## config.mk

```make
export PLATFORM = sky130hd
export DESIGN_NAME = instr_fetch_queue
export DESIGN_NICKNAME = d
export VERILOG_FILES = /design/src/rtl/instr_fetch_queue.sv
export SDC_FILE = /design/constraint.sdc
export NUM_CORES = 1
export LEC_CHECK = 0
export ABC_AREA = 1
export BUFFER_PORTS_ARGS = -buffer_cell sky130_fd_sc_hd__buf_2
export CAP_MARGIN = 10
export CORE_UTILIZATION = 50
export CTS_CLUSTER_SIZE = 20
export DETAILED_ROUTE_END_ITERATION = 16
export PLACE_DENSITY = 0.7
export SLEW_MARGIN = 20
export SYNTH_ARGS = -nofsm -noshare
export SYNTH_HDL_FRONTEND = slang
export SYNTH_SLANG_ARGS = --single-unit
```

## constraint.sdc

```tcl
create_clock -name Clk -period 4.4 [get_ports Clk]
set_clock_uncertainty 0.05 [all_clocks]
set_input_delay 0.44 -clock Clk [delete_from_list [all_inputs] [get_ports Clk]]
set_output_delay 0.44 -clock Clk [all_outputs]
set_load 0.02 [all_outputs]
```

## src/rtl/instr_fetch_queue.sv

```systemverilog
// rtl/instr_fetch_queue.sv - instruction fetch PC owner with prefetch FIFO toward decode
// Optional combinational empty-queue forwarding is enabled by defining IFQ_BYPASS_EN.
module instr_fetch_queue #(
    parameter int          DEPTH    = 4,
    parameter logic [31:0] RESET_PC = 32'h00000000,
    parameter int          PTR_W    = $clog2(DEPTH)
) (
    input  logic             Clk,
    input  logic             Reset,
    output logic [31:0]      Address,
    input  logic [31:0]      Instruction,
    input  logic             Redirect,
    input  logic [31:0]      RedirectPC,
    output logic             OutValid,
    input  logic             OutReady,
    output logic [31:0]      OutInstr,
    output logic [31:0]      OutPC,
    output logic [PTR_W:0]   Count
);

    typedef enum logic [1:0] {
        EMPTY   = 2'd0,
        FILLING = 2'd1,
        FULL    = 2'd2
    } state_t;

    localparam logic [PTR_W:0]   FULL_COUNT = (PTR_W+1)'(DEPTH);
    localparam logic [PTR_W:0]   COUNT_ONE  = (PTR_W+1)'(1);
    localparam logic [PTR_W-1:0] PTR_ONE    = PTR_W'(1);

    logic [31:0]      instr_mem [DEPTH];
    logic [31:0]      pc_mem    [DEPTH];
    logic [31:0]      fetch_pc;
    logic [PTR_W-1:0] rd_ptr;
    logic [PTR_W-1:0] wr_ptr;
    logic [PTR_W:0]   count;
    logic [PTR_W:0]   count_next;
    state_t           state;
    state_t           state_next;
    logic [31:0]      hold_instr;
    logic [31:0]      hold_pc;
    logic             not_empty;
    logic             bypass;
    logic             bypass_take;
    logic             pop_q;
    logic             push;
    logic             advance;
    logic             unused_ok;

    assign unused_ok = &{1'b0, RedirectPC[1:0]};
    assign not_empty = (count != '0);

`ifdef IFQ_BYPASS_EN
    assign bypass = !not_empty & !Redirect;
`else
    assign bypass = 1'b0;
`endif

    // A forwarded word that decode takes this cycle never enters the FIFO.
    assign bypass_take = bypass & OutReady;
    assign OutValid    = bypass | (not_empty & !Redirect);
    assign pop_q       = not_empty & !Redirect & OutReady;
    assign push        = !Redirect & ((state != FULL) | pop_q) & !bypass_take;
    assign advance     = push | bypass_take;

    assign Address = fetch_pc;
    assign Count   = count;

    always_comb begin
        OutInstr = hold_instr;
        OutPC    = hold_pc;
        if (bypass) begin
            OutInstr = Instruction;
            OutPC    = fetch_pc;
        end else if (not_empty) begin
            OutInstr = instr_mem[rd_ptr];
            OutPC    = pc_mem[rd_ptr];
        end
    end

    always_comb begin
        count_next = count;
        if (Redirect)
            count_next = '0;
        else if (push && !pop_q)
            count_next = count + COUNT_ONE;
        else if (pop_q && !push)
            count_next = count - COUNT_ONE;
    end

    always_comb begin
        state_next = FILLING;
        if (count_next == '0)
            state_next = EMPTY;
        else if (count_next == FULL_COUNT)
            state_next = FULL;
    end

    always_ff @(posedge Clk) begin
        if (push) begin
            instr_mem[wr_ptr] <= Instruction;
            pc_mem[wr_ptr]    <= fetch_pc;
        end
    end

    always_ff @(posedge Clk or posedge Reset) begin
        if (Reset) begin
            fetch_pc   <= {RESET_PC[31:2], 2'b00};
            rd_ptr     <= '0;
            wr_ptr     <= '0;
            count      <= '0;
            state      <= EMPTY;
            hold_instr <= '0;
            hold_pc    <= '0;
        end else begin
            // Outputs keep whatever they last showed once the queue drains.
            if (bypass) begin
                hold_instr <= Instruction;
                hold_pc    <= fetch_pc;
            end else if (not_empty) begin
                hold_instr <= instr_mem[rd_ptr];
                hold_pc    <= pc_mem[rd_ptr];
            end
            count <= count_next;
            state <= state_next;
            if (Redirect) begin
                rd_ptr   <= '0;
                wr_ptr   <= '0;
                fetch_pc <= {RedirectPC[31:2], 2'b00};
            end else begin
                if (push)
                    wr_ptr <= wr_ptr + PTR_ONE;
                if (pop_q)
                    rd_ptr <= rd_ptr + PTR_ONE;
                if (advance)
                    fetch_pc <= fetch_pc + 32'd4;
            end
        end
    end

endmodule

```

==> flow_summary.json <==
{
  "clk-insertion-delay-late_ns": 0.51,
  "grt_first_pass_wirelength_um": 50100,
  "setup_viol": 0,
  "cp_cell_sequence": "inv_1, ha_1, nand2_4, buf_4, nor2_1, a31oi_1, buf_2",
  "final_layout_size_suffix_gt1_frac": 0.184,
  "antenna_cells_inserted": 0,
  "post_route_m1_wl_um": 14300,
  "cts_max_path_buffers": 3,
  "area_delta_synth_final_pct": 16.4,
  "yosys.area.top_type_share": 0.517,
  "netlist-cell-type-count": 38,
  "critPathRequiredTime_ns": 3.91,
  "fp.coreArea_um2": 28100,
  "worst_case_vdd_ir_drop_mv": 0.270,
  "cap_viol_max_count": 0,
  "post-route-min-period_ns": 3.64,
  "boundaryPins": 168,
  "ys_warn_count": 0,
  "clk_pin_slew_worst_paths_ns": 0.06,
  "htreeDepth": 2,
  "num-nets-final": 1522,
  "cts.sinks": 351,
  "tightestPinTransition_ns": 1.03,
  "endpoint_type_of_the_worst_setup_path": "output port",
  "synth-async-reset-ratio": 0.293,
  "synth_common_cells": "sky130_fd_sc_hd__nor2_1, sky130_fd_sc_hd__edfxtp_1, sky130_fd_sc_hd__nand2_1",
  "mapped_cells": 1298,
  "fp.dieArea_um2": 29500,
  "maxClockFrequency_mhz": 275,
  "initial_utilization": 0.513,
  "drt-wirelength-per-cell_um": 17.4,
  "synth.ff_latch_count": 351,
  "die_x_um": 172,
  "critical_path_arrival_ns": 3.15,
  "yosysSeqAreaShare": 0.696,
  "globalRouteTotalUtil": 0.222,
  "mean_syn_cell_area_um2": 11.1,
  "yosys.cell_count.top_type": "sky130_fd_sc_hd__nor2_1",
  "final_global_route_overflow_total": 0,
  "postSynth.topFlopCell": "sky130_fd_sc_hd__edfxtp_1",
  "rows": 61,
  "grt_max_degree": 85,
  "gp_congestion": 0.828,
  "first_global_vias": 9484,
  "drt_pre_antenna_iters": 5,
  "vias": 9813,
  "final_min_period_over_clock_period": 0.827,
  "count_of_flip_flops_with_a_built_in_enable_after_synthesis": 248,
  "leakagePower_nw": 6.57,
  "timing.final.hold_violations": 0,
  "critical_path.slowest_cell": "sky130_fd_sc_hd__buf_4",
  "clk_root_buffer_cell": "sky130_fd_sc_hd__clkbuf_16",
  "cts_buffers": 37,
  "via_per_inst": 5.30,
  "place.detailed.hpwl_um": 18200,
  "drc": 0,
  "critical_path_peak_fanout": 84,
  "met2_length_um": 15200,
  "worstSetupPathType": "reg2out",
  "total_wire_length_after_detailed_routing_um": 32200,
  "post-route-cell-area_um2": 16800,
  "post_synthesis_cell_area_um2": 14400,
  "worst_path_largest_cell_delay_ns": 0.78,
  "p_per_area_nw_per_um2": 533,
  "rsz0062_at_grt": "no",
  "postCtsSetupBuffers": 0,
  "grt_antenna_before_repair": 0,
  "chipHeight_um": 172,
  "final_antenna_net_count": 0,
  "route.met3.wl_um": 1920,
  "finalPower_w": 0.00894,
  "cts_tree": "built",
  "synth_largest_area_cell": "sky130_fd_sc_hd__edfxtp_1",
  "detailed_place.area_um2": 15600,
  "slew_viol_final": 0,
  "min_path_type": "in2reg",
  "synth_top_cells_by_area": "sky130_fd_sc_hd__edfxtp_1, sky130_fd_sc_hd__dfrtp_1, sky130_fd_sc_hd__nor2_1, sky130_fd_sc_hd__nand2_1, sky130_fd_sc_hd__o21ai_0",
  "initialDrtViolationCount": 771,
  "worst_slew_margin_rel": 0.312,
  "startpoint_type": "flop",
  "place.port_buffers": 163,
  "run_status": "complete, no violations",
  "top_layer": "met4"
}
-- worst max-delay path: cells and delay by family (launching register included) --
kind | cells | cell delay [ns]
AND/OR/NAND/NOR | 2 | 0.49
flip-flops | 1 | 0.37
buffers and inverters | 3 | 1.10
adder cells (fa/ha/maj) | 1 | 0.24
AO/OA/AOI/OAI | 1 | 0.36
-- per-stage QoR --
stage / instances / setup slack [ns] / TNS, ns / hold WS, ns / util
floorplan: 1299 / -0.0785 / -19.47 / 0.489 / -
global placement: 1785 / 1.29 / 0 / 0.422 / 0.554
detailed placement: 1785 / 1.27 / 0 / 0.430 / 0.554
CTS: 1853 / 0.715 / 0 / 0.0693 / 0.597
global route: 1853 / 0.374 / 0 / 0.0735 / 0.597
finish: 1853 / 0.760 / 0 / 0.0896 / 0.597
-- final cells by class --
class / count / area (µm²)
fillers: 2271 / 11300
flip-flops and latches: 351 / 10000
multi-input cells: 828 / 3890
clock buffers: 54 / 1020
repair buffers: 178 / 993
well taps: 378 / 473
inverters: 51 / 195
clock inverters: 13 / 164
-- per-layer routing --
metal,track usage,up-vias
met5,0,-
met4,0.0766,0
met3,0.0343,61
met2,0.363,327
met1,0.303,4702
li1,-,4723
-- timing repair --
item / in CTS / in global routing
endpoints found under the hold margin: 30 / 0
hold buffers: 1 / 0
gates resized for setup: 0 / 0
-- layout by cell type (no fill, tap or decap), drive strengths merged --
master	Yosys	routed
conb	1	2
buf	45	177
nand3b	2	2
o21ai	138	138
clkinv	0	10
edfxtp	248	248
nor2	386	386
a31oi	64	64
xor2	6	6
and2	2	2
a21oi	12	12
nand2	162	162
o221ai	1	1
xnor2	1	1
o22ai	1	1
a22oi	2	2
bufinv	0	3
ha	7	7
o21bai	3	3
dlygate4sd3	0	1
nand3	34	34
nand4	1	1
clkbuf	24	54
o211ai	4	4
inv	51	51
dfrtp	103	103
-- flip-flops by register name, summed over array words and instances (netlist names), 3 cells and up --
signal,flops
instr_mem,128
pc_mem,120
hold_instr,32
hold_pc,32
Address,30
Count,3
-- worst paths after layout --
check | from | endpoint | slack, ns | cells after the start
worst max register to register | Count[0] | Address[27] | 1.53 | 9
worst min register to register | hold_pc[1] | hold_pc[1] | 0.43 | 2
max in group asynchronous | Reset | hold_pc[1] | 2.85 | 4
min in group asynchronous | Reset | hold_instr[8] | 0.46 | 3
worst max-delay path | Count[0] | OutPC[17] | 0.76 | 7
worst min-delay path | Instruction[24] | instr_mem[2][24] | 0.09 | 1
-- logic make-up (layout without fill, tap and decap cells) --
family	after synthesis	count (layout)	share of synthesized area
DFF	351	351	0.696
and+or+nand+nor	587	587	0.170
xor gates and xnor gates	7	7	0.00426
other	1	2	0.000260
buffers and inverters	120	296	0.0371
AOI/OAI and AO/OA	225	225	0.0862
adders and majority gates	7	7	0.00608
-- report_power, final --
group          leakage [nW]  internal [W]  switching (W)
logic                  2.54      0.000481        0.00115
clock network         0.577       0.00180        0.00123
registers              3.46       0.00406       0.000216
No activity file was read; power rests on OpenSTA's default activity.
